`config.mk`:
```
export PLATFORM = sky130hd
export DESIGN_NAME = sv_rnd_rsp
export DESIGN_NICKNAME = d
export VERILOG_FILES = /design/src/rtl/sv_rnd_rsp.sv
export SDC_FILE = /design/constraint.sdc
export NUM_CORES = 1
export LEC_CHECK = 0
export ABC_AREA = 0
export CORE_ASPECT_RATIO = 0.8
export CORE_MARGIN = 2
export CORE_UTILIZATION = 53
export CTS_CLUSTER_DIAMETER = 80
export DETAILED_ROUTE_END_ITERATION = 7
export PLACE_DENSITY_LB_ADDON = 0.05
export SYNTH_ARGS = -nofsm -noshare
export SYNTH_HDL_FRONTEND = slang
export SYNTH_SLANG_ARGS = --single-unit
```
`constraint.sdc`:
```
create_clock -name clk -period 4.9 [get_ports clk]
set_input_delay 0.49 -clock clk [delete_from_list [all_inputs] [get_ports clk]]
set_output_delay 0.49 -clock clk [all_outputs]
set_load 0.02 [all_outputs]
```
`src/rtl/sv_rnd_rsp.sv`:
```
// Random-number responder: a one-cycle request on u_i starts an xorshift64
// generator that fills rnd_o chunk by chunk, then r_o pulses for one cycle
// with the finished word. One extra request can be queued while generating;
// any further request is dropped and flagged on the sticky ovf_o.
module sv_rnd_rsp #(
  parameter int          DATA_WIDTH     = 512,
  parameter int          ROUND_PER_TACT = 4,
  parameter logic [63:0] SEED           = 64'h1
) (
  input  logic                  clk,
  input  logic                  areset,
  input  logic                  u_i,
  output logic                  r_o,
  output logic [DATA_WIDTH-1:0] rnd_o,
  input  logic                  seed_v_i,
  input  logic [63:0]           seed_i,
  output logic                  busy_o,
  output logic                  ovf_o
);

  // One clock produces CHUNK_W bits; NCYC clocks fill the whole word.
  localparam int CHUNK_W = 64 * ROUND_PER_TACT;
  localparam int NCYC    = DATA_WIDTH / CHUNK_W;
  localparam int CNT_W   = $clog2(NCYC) + 1;
  localparam logic [CNT_W-1:0] LAST = CNT_W'(NCYC - 1);

  typedef enum logic [1:0] {IDLE, GEN, DONE} state_t;

  state_t               state_q, state_d;
  logic [CNT_W-1:0]     cnt_q, cnt_d;
  logic                 pend_q, pend_d;
  logic                 ovf_q, ovf_d;
  logic                 r_q, r_d;
  logic                 seed_ld;
  logic                 gen_en;
  logic [63:0]          x_q;
  logic [63:0]          x_nxt;
  logic [CHUNK_W-1:0]   blk;
  logic [DATA_WIDTH-1:0] rnd_q;

  // One xorshift64 round.
  function automatic logic [63:0] xs_round(input logic [63:0] v);
    logic [63:0] t;
    t = v ^ (v << 13);
    t = t ^ (t >> 7);
    t = t ^ (t << 17);
    return t;
  endfunction

  // Chain ROUND_PER_TACT rounds from the current state; round i lands in chunk i of the block.
  always_comb begin
    logic [63:0] t;
    t   = x_q;
    blk = '0;
    for (int i = 0; i < ROUND_PER_TACT; i++) begin
      t = xs_round(t);
      blk[64*i +: 64] = t;
    end
    x_nxt = t;
  end

  // Next-state and control decode for the IDLE / GEN / DONE handshake.
  always_comb begin
    state_d = state_q;
    cnt_d   = cnt_q;
    pend_d  = pend_q;
    ovf_d   = ovf_q;
    r_d     = 1'b0;
    seed_ld = 1'b0;
    gen_en  = 1'b0;
    case (state_q)
      IDLE: begin
        // Seed loads on the same edge the request is accepted, so generation uses it.
        seed_ld = seed_v_i;
        if (u_i) begin
          state_d = GEN;
          cnt_d   = '0;
        end
      end
      GEN: begin
        gen_en = 1'b1;
        cnt_d  = cnt_q + CNT_W'(1);
        if (cnt_q == LAST) begin
          state_d = DONE;
          r_d     = 1'b1;
        end
        // Only one request can wait; a second one while waiting is lost.
        if (u_i) begin
          if (pend_q) ovf_d = 1'b1;
          else        pend_d = 1'b1;
        end
      end
      DONE: begin
        if (pend_q || u_i) begin
          state_d = GEN;
          cnt_d   = '0;
          pend_d  = 1'b0;
        end else begin
          state_d = IDLE;
        end
      end
      default: state_d = IDLE;
    endcase
  end

  // Control registers.
  always_ff @(posedge clk or negedge areset) begin
    if (!areset) begin
      state_q <= IDLE;
      cnt_q   <= '0;
      pend_q  <= 1'b0;
      ovf_q   <= 1'b0;
      r_q     <= 1'b0;
    end else begin
      state_q <= state_d;
      cnt_q   <= cnt_d;
      pend_q  <= pend_d;
      ovf_q   <= ovf_d;
      r_q     <= r_d;
    end
  end

  // Generator state and output word; the word is filled block by block, LSB first.
  always_ff @(posedge clk or negedge areset) begin
    if (!areset) begin
      x_q   <= SEED;
      rnd_q <= '0;
    end else if (seed_ld) begin
      x_q <= (seed_i == 64'd0) ? SEED : seed_i;
    end else if (gen_en) begin
      x_q <= x_nxt;
      for (int k = 0; k < NCYC; k++) begin
        if (cnt_q == CNT_W'(k)) rnd_q[k*CHUNK_W +: CHUNK_W] <= blk;
      end
    end
  end

  assign r_o    = r_q;
  assign rnd_o  = rnd_q;
  assign ovf_o  = ovf_q;
  assign busy_o = (state_q != IDLE) | pend_q;

endmodule

```
==> reports/results.tsv, run 1 <==
metric	value	unit
status	finished, final reports clean	
synthesized net count	2850	
count of state elements after synthesis	583	
min-delay worst type	in -> reg	
met2 usage	0.624	
hold endpoint	x_q[8]	
pin count of the biggest net entering global routing	175	
Cell Area, Synth	0.0300	sq mm
Initial Utilization	0.533	
DRT Pass-1 Iters	6	
vias in the first global route	24400	
GRT Residual Overflow	0	
Setup violations, final	0	
maxcap violations	0	
kind of critical path	reg -> reg	
clock sinks	583	
fin crit period	4.83	ns
clock skew	0.0399	ns
Netlist cell types	39	
Hold Path Stages	3	
M3 GR Usage	0.111	
Peak Freq	0.207	GHz
final design utilization	0.711	
RSZ-0062 raised after global routing	true	
Critical Path Start Type	flip-flop	
Via-to-Cell Ratio	5.78	
Detail Placement HPWL	93800	um
Crit Path Max Fanout	9	
DR DRC count	0	
nets@finish	3552	
Root Buffer	clkbuf_16	
post-route ant nets	0	
post-DR wirelength/cell	28.0	um
R2R cell count	10	
CTS H-tree depth	2	
average size of a mapped cell	10.8	sq um
Crit path arrival time	5.37	ns
GRT Util Overall	0.408	
Clock transition at path regs	0.07	ns
Max-slew headroom	0.271	
hold_ws	0.435	ns
CTS tree	yes	
final WL	120000	um
Async S/R FF share, synth	1.00	
num ports	583	
layout cell share with drive strength beyond 1	0.111	
YS warnings	0	
worst skew pair latency	0.66	ns
DRT iter0 DRCs	2957	
Critical R2R Launch	x_q[8]	
routed via count	24800	
TritonCTS Buffers	57	
global routing's busiest layer	met2	
sequential area share after synthesis	0.486	
Critical R2R Capture	x_q[41]	
post-synthesis cell count	2780	
period utilization	0.985	
Post-synth top flop	dfrtp_1	
WP data required	5.44	ns
filler instances	4131	
register area	0.0146	sq mm
core area	0.0563	sq mm
multi-input logic area	0.0148	sq mm
die footprint	0.0586	sq mm
EDFF count, synth	0	
area added between synthesis and finish	33.3	%
row count	78	
routability cong.	1.04	
chip width	270	um
Inserted Diodes	0	
CP endpoint kind	flip-flop	
Max Slew Vio Count	0	
grt met1 use	0.562	
Bufs on Longest Clock Path	3	
die height	217	um
count of final hold-check violations	0	
Worst Max-Slew Pin Slew	1.09	ns
first-pass GRT wire length	173000	um
hold path startpoint	seed_i[8]	
IO Port Bufs	582	
Reg2Reg Setup Slack	0.07	ns
antenna violations before repair	3	
## cell usage in the layout, fill, tap and decap left out, types with 4 or more instances in the layout
cell	synthesis	routed
nor4_1	17	17
xnor2_1	419	414
o21ai_0	545	545
a211oi_1	5	5
buf_12	0	10
xor2_1	146	145
nor2_1	23	23
clkbuf_16	0	57
xor2_2	4	5
dfrtp_1	582	579
xnor3_1	115	115
o21a_1	16	16
o22ai_1	6	6
nand2_1	551	549
and3_1	11	11
xor3_2	4	4
xor3_1	25	25
nand4_1	4	4
bufinv_16	0	5
a21oi_1	51	51
o211ai_1	7	7
clkdlybuf4s50_1	0	581
buf_4	5	231
mux2_2	9	9
clkbuf_1	143	14
inv_1	4	4
xnor2_2	17	21
clkinv_2	0	9
xnor3_2	6	6
a21o_1	15	15
clkbuf_8	0	13
## flip-flops by register name (all words and copies together) (netlist names)
name     count
rnd_o      512
x_q         64
cnt_q        2
state_q      2
ovf_o        1
pend_q       1
r_o          1
## kinds of logic after synthesis
family,share of synthesized area
flip-flops,0.486
AO/OA/AOI/OAI,0.112
multiplexers,0.00371
AND/OR/NAND/NOR,0.0798
adder cells (fa/ha/maj),0.000833
buffers and inverters,0.0255
XOR/XNOR,0.292
## worst max path at each step
stage / from / end / slack [ns]
final: x_q[8] / x_q[41] / 0.07
after CTS: x_q[2] / rnd_o[495] / 0.006
after global routing: x_q[15] / x_q[57] / -0.001
after floorplan: x_q[2] / x_q[41] / 0.83
after detailed placement: x_q[8] / rnd_o[495] / -0.44
after global placement: x_q[8] / rnd_o[495] / -0.43
## layout make-up
type	count	share of cell area
inverters	5	0.000469
clock inverters	21	0.00703
multi-input cells	2011	0.369
clock buffers	84	0.0414
well taps	760	0.0238
flip-flops and latches	583	0.365
repair buffers	824	0.194
## layer usage
metal,vias up,routed length [um]
li1,10600,-
met1,12500,47400
met2,1440,53900
met3,267,13800
met4,2,5040
met5,-,13
## synth_stat cells (4+ instances only)
cell	n	share of area
a211oi_1	5	0.0013
a21o_1	15	0.0037
a21oi_1	51	0.0085
and3_1	11	0.0023
buf_2	28	0.0047
buf_4	5	0.0013
clkbuf_1	143	0.018
dfrtp_1	582	0.48
inv_1	4	0.00050
mux2_2	9	0.0034
nand2_1	551	0.069
nand4_1	4	0.00083
nor2_1	23	0.0029
nor4_1	17	0.0035
o211ai_1	7	0.0017
o21a_1	16	0.0040
o21ai_0	545	0.091
o22ai_1	6	0.0013
xnor2_1	419	0.12
xnor2_2	17	0.0092
xnor3_1	115	0.086
xnor3_2	6	0.0047
xor2_1	146	0.043
xor2_2	4	0.0022
xor3_1	25	0.020
xor3_2	4	0.0033
## through the flow
stage | instance area [sq um] | TNS, ns | setup WS, ns | cells
floorplan | 30000 | 0 | 0.831 | 2780
global placement | 38000 | -1.64 | -0.429 | 4179
detailed placement | 38000 | -1.72 | -0.440 | 4179
CTS | 40000 | 0 | 0.00572 | 4285
global route | 40000 | -0.00107 | -0.00107 | 4288
finish | 40000 | 0 | 0.0736 | 4288
## timing repair
item	in CTS	in global routing
endpoints found under the hold margin	46	0
hold buffers	1	0
endpoints found under the setup margin	6	14
pin swaps	0	1
resized for setup	4	6
buffers inserted	0	3
## worst max-delay path: stages (launching register included)
cell and delay (ns):
dfrtp_2 0.58, xor3_2 0.58, xnor3_2 0.58, xor3_2 0.38, xnor3_2 0.47, xor3_2 0.51
xor2_2 0.28, xnor3_2 0.54, xnor3_1 0.49, a21oi_1 0.09, a21o_1 0.19
Power of run 1 is not shown: default switching activity piles up to over one toggle a cycle in this logic, so the estimate is an artifact.
==> run 2: changes to the inputs <==
Settings changed: CORE_UTILIZATION 53 to 50.
Clock period 4.9 ns to 6.2 ns, I/O delays scaled along.
==> reports/results.tsv, run 2 (synthesis gave the netlist of run 1 again) <==
metric	value	unit	change
Initial Utilization	0.504		-0.0291
RSZ-0062 raised after global routing	false		
Reg2Reg Setup Slack	0.17	ns	+0.10 ns
nets@finish	3385		-4.7%
Crit Path Max Fanout	8		-1
IO Port Bufs	582		unchanged
GRT Util Overall	0.383		-0.0258
count of final hold-check violations	0		unchanged
CTS H-tree depth	2		unchanged
Bufs on Longest Clock Path	3		unchanged
Root Buffer	clkbuf_16		
DR DRC count	0		unchanged
Largest register FFs	512		unchanged
worst skew pair latency	0.66	ns	about the same
Critical R2R Capture	rnd_o[230]		
most frequent cell on the critical path	xnor2_1		
Crit path arrival time	6.53	ns	+1.16 ns
most common cell after layout, fill and taps aside	dfrtp_1		
clock skew	0.0486	ns	+0.00876 ns
clock sinks	583		unchanged
Top Family by Delay on Critical Path	XOR/XNOR gates		
routability cong.	1.00		-3.4%
TritonCTS Buffers	59		+3.5%
GRT Residual Overflow	0		unchanged
routed via count	23900		-3.6%
status	finished, final reports clean		
Worst Max-Slew Pin Slew	1.28	ns	+0.198 ns
Clock transition at path regs	0.06	ns	about the same
period utilization	0.972		-0.0126
Post-Route Setup TNS	0	ns	unchanged
first-pass GRT wire length	170000	um	-1.5%
Max Slew Vio Count	0		unchanged
core area	0.0596	sq mm	+5.8%
die footprint	0.0621	sq mm	+5.9%
fin crit period	6.03	ns	+1.20 ns
min-delay worst type	in -> async		
Via-to-Cell Ratio	5.77		-0.11%
row count	80		+2.6%
Max-slew headroom	0.138		-0.133
layout cell share with drive strength beyond 1	0.0667		-0.0441
filler instances	4644		+12%
Critical Path Start Type	flip-flop		
CP endpoint kind	flip-flop		
kind of critical path	reg -> reg		
Cell Chain, Critical Path	xnor2_1 > buf_4 > xnor2_1 > xor2_1 > xnor2_1 > xnor3_1 > xnor3_2 > xor2_1 > xor2_1 > xnor2_1 > o21ai_0		
post-DR wirelength/cell	28.9	um	+3.1%
Critical R2R Launch	x_q[22]		
area added between synthesis and finish	29.3	%	
die height	223	um	+2.9%
post-route ant nets	0		unchanged
WP data required	6.70	ns	+1.26 ns
vias in the first global route	23400		-4.3%
maxcap violations	0		unchanged
Buf/Inv on CP	1		+1
Detail Placement HPWL	92200	um	-1.7%
final WL	120000	um	-0.48%
DRT Pass-1 Iters	5		-1
antenna violations before repair	2		-1
DRT iter0 DRCs	2865		-3.1%
most frequent cells in the layout	dfrtp_1 (582), clkdlybuf4s50_1 (581), nand2_1 (548)		
Peak Freq	0.166	GHz	-20%
CTS tree	yes		
pin count of the biggest net entering global routing	221		+26%
num ports	583		unchanged
Setup violations, final	0		unchanged
R2R cell count	11		+1
largest stage delay on the critical path	0.90	ns	+0.32 ns
chip width	278	um	+2.9%
Crit-path slowest cell	xor2_1		
## run 2: cell types whose count changed in the layout (fill, tap and decap cells not counted), moves of 2 or more
| cell | change |
|---|---|
| buf_12 | -4 |
| buf_4 | -164 |
| bufinv_16 | +2 |
| clkbuf_1 | -5 |
| clkbuf_16 | +2 |
| clkinvlp_4 | +2 |
| dfrtp_1 | +3 |
| dfrtp_2 | -3 |
| diode_2 | +4 |
| inv_6 | -2 |
| xnor2_2 | +2 |
## run 2: area by class of cell
class	instances	area, sq um	area share
clock buffer	81	1690	0.0435
multi-input combinational	2011	14700	0.380
tap	779	975	0.0251
timing repair buffer	655	6450	0.166
clock inverter	22	345	0.00889
antenna	4	10.0	0.000258
sequential	583	14600	0.376
inverter	5	18.8	0.000483
## run 2: how the worst max path moves through the flow
stage / start / endpoint / slack, ns / cells after the start
6_report: x_q[22] / rnd_o[230] / 0.17 / 11
5_1_grt: x_q[22] / rnd_o[230] / 0.25 / 11
4_1_cts: x_q[15] / rnd_o[246] / 0.05 / 10
3_5_place_dp: x_q[15] / rnd_o[246] / 0.09 / 10
3_3_place_gp: x_q[5] / rnd_o[246] / 0.02 / 10
2_1_floorplan: x_q[2] / x_q[41] / 2.13 / 11
## run 2: per-stage QoR
stage	std cells	instance area, sq um	hold WS [ns]	worst slack, ns	utilization
finish	4140	38800	0.0378	0.171	0.652
global route	4136	38800	0.0913	0.255	0.652
CTS	4136	38800	0.0473	0.0542	0.652
detailed placement	4033	36800	0.463	0.0910	0.617
global placement	4033	36800	0.461	0.0157	0.617
floorplan	2780	30000	0.324	2.13	-
## run 2: repair_timing
| item | 4_1_cts | 5_1_grt |
|---|---|---|
| hold buffers | 0 | 0 |
| buffers inserted | 0 | 0 |
| resized for setup | 0 | 2 |
| endpoints found under the setup margin | 0 | 4 |
## run 2: metal layers
| layer | track usage | wire (um) |
|---|---|---|
| met5 | 0 | 0 |
| met4 | 0.146 | 4880 |
| met3 | 0.0991 | 12600 |
| met2 | 0.570 | 53100 |
| met1 | 0.541 | 49000 |
Power of run 2 is left out for the same reason.
==> run 3: changes to the inputs <==
Settings changed: CELL_PAD_IN_SITES_DETAIL_PLACEMENT from default to 1, CELL_PAD_IN_SITES_GLOBAL_PLACEMENT from default to 2, CORE_UTILIZATION 50 to 36.
==> reports/results.tsv, run 3 (synthesis gave the netlist of run 1 again) <==
metric	value	unit	change
final WL	138000	um	+15%
Setup violations, final	0		unchanged
kind of critical path	reg -> reg		
nets@finish	3437		+1.5%
fin crit period	5.84	ns	-0.189 ns
Largest register FFs	512		unchanged
CTS tree	yes		
GRT Util Overall	0.318		-0.0651
die height	262	um	+18%
core area	0.0824	sq mm	+38%
Bufs on Longest Clock Path	3		unchanged
GRT Residual Overflow	0		unchanged
most frequent cells in the layout	dfrtp_1 (582), clkdlybuf4s50_1 (581), nand2_1 (549)		
filler instances	8867		+91%
die footprint	0.0858	sq mm	+38%
num ports	583		unchanged
layout cell share with drive strength beyond 1	0.0780		+0.0112
RSZ-0062 raised after global routing	false		
DRT iter0 DRCs	2043		-29%
Critical R2R Capture	x_q[24]		
min-delay worst type	in -> async		
DRT Pass-1 Iters	5		unchanged
maxcap violations	0		unchanged
Post-CTS Setup Inserts	0		unchanged
Reg2Reg Setup Slack	0.36	ns	+0.19 ns
period utilization	0.942		-0.0305
clock skew	0.0341	ns	-0.0146 ns
antenna violations before repair	12		+10
post-DR wirelength/cell	30.4	um	+5.4%
status	complete, but fails checks		
failing checks	negative hold slack		
post-route ant nets	0		unchanged
Root Buffer	clkbuf_16		
CP endpoint kind	flip-flop		
routability cong.	0.961		-4.3%
Critical Path Start Type	flip-flop		
chip width	327	um	+18%
Worst Max-Slew Pin Slew	1.40	ns	+0.116 ns
pin count of the biggest net entering global routing	225		+1.8%
Max-slew headroom	0.0673		-0.0709
area added between synthesis and finish	31.9	%	
first-pass GRT wire length	194000	um	+14%
Clock transition at path regs	0.06	ns	about the same
Initial Utilization	0.364		-0.140
clock sinks	583		unchanged
worst skew pair latency	0.62	ns	-0.04 ns
CTS Hold Bufs	0		unchanged
R2R cell count	10		-1
Max Slew Vio Count	0		unchanged
hold_ws	-0.0160	ns	-0.0538 ns
DR DRC count	0		unchanged
PostCTS Resize Cnt	0		unchanged
Post-Route Setup TNS	0	ns	unchanged
Peak Freq	0.171	GHz	+3.2%
Via-to-Cell Ratio	5.25		-9.0%
vias in the first global route	24600		+5.4%
Crit Path Max Fanout	14		+6
IO Port Bufs	582		unchanged
WP data required	6.71	ns	about the same
row count	94		+18%
Critical R2R Launch	x_q[2]		
Detail Placement HPWL	107000	um	+16%
routed via count	23700		-0.72%
most common cell after layout, fill and taps aside	dfrtp_1		
Crit path arrival time	6.35	ns	-0.18 ns
CTS H-tree depth	3		+1
TritonCTS Buffers	67		+14%
count of final hold-check violations	12		+12
[run 3: cell types whose count changed in the layout (fill, tap and decap cells not counted), moves of 4 or more]
cell,previous run,this run
clkbuf_1,9,16
clkbuf_16,59,69
inv_6,0,4
xnor2_1,413,418
xnor2_2,23,18
clkbuf_8,13,8
buf_4,67,111
[run 3: final cells by class]
class | instances | area [sq um] | share of cell area
tap | 1104 | 1380 | 0.0349
timing repair buffer | 699 | 6780 | 0.171
clock inverter | 21 | 238 | 0.00600
clock buffer | 93 | 1900 | 0.0479
multi-input combinational | 2011 | 14700 | 0.371
antenna | 1 | 2.50 | 0.0000632
inverter | 5 | 18.8 | 0.000474
sequential | 583 | 14600 | 0.368
[run 3: layer usage]
| metal | track usage | share of wire | vias up |
|---|---|---|---|
| met5 | 0 | 0.000095 | - |
| met4 | 0.0841 | 0.027 | 2 |
| met3 | 0.0707 | 0.077 | 155 |
| met2 | 0.500 | 0.46 | 910 |
| met1 | 0.442 | 0.44 | 12300 |
| li1 | - | - | 10300 |
[run 3: how the worst max path moves through the flow]
| stage | start | to |
|---|---|---|
| final | x_q[2] | x_q[24] |
| after global routing | x_q[2] | x_q[24] |
| after CTS | x_q[2] | x_q[24] |
| after detailed placement | x_q[2] | x_q[24] |
| after global placement | x_q[2] | x_q[24] |
| after floorplan | x_q[2] | x_q[41] |
[run 3: stage by stage]
step | instance area (sq um) | util | worst slack [ns] | hold WS (ns) | cells
after detailed placement | 37500 | 0.455 | 0.406 | 0.469 | 4402
after global routing | 39600 | 0.480 | 0.382 | 0.0219 | 4516
final | 39600 | 0.480 | 0.360 | -0.0160 | 4517
after floorplan | 30000 | - | 2.13 | 0.324 | 2780
after global placement | 37500 | 0.455 | 0.494 | 0.462 | 4402
after CTS | 39600 | 0.480 | 0.405 | 0.000624 | 4516
[run 3: critical path, stage by stage (launching register included)]
cell	delay [ns]
dfrtp_1	0.53
xnor2_4	0.81
xnor2_1	0.43
xor2_1	0.78
xnor3_1	0.70
xnor3_1	0.46
xnor2_1	0.54
xnor3_1	0.65
xor2_1	0.49
a21oi_1	0.13
a21o_1	0.17
Power of run 3 is left out for the same reason.
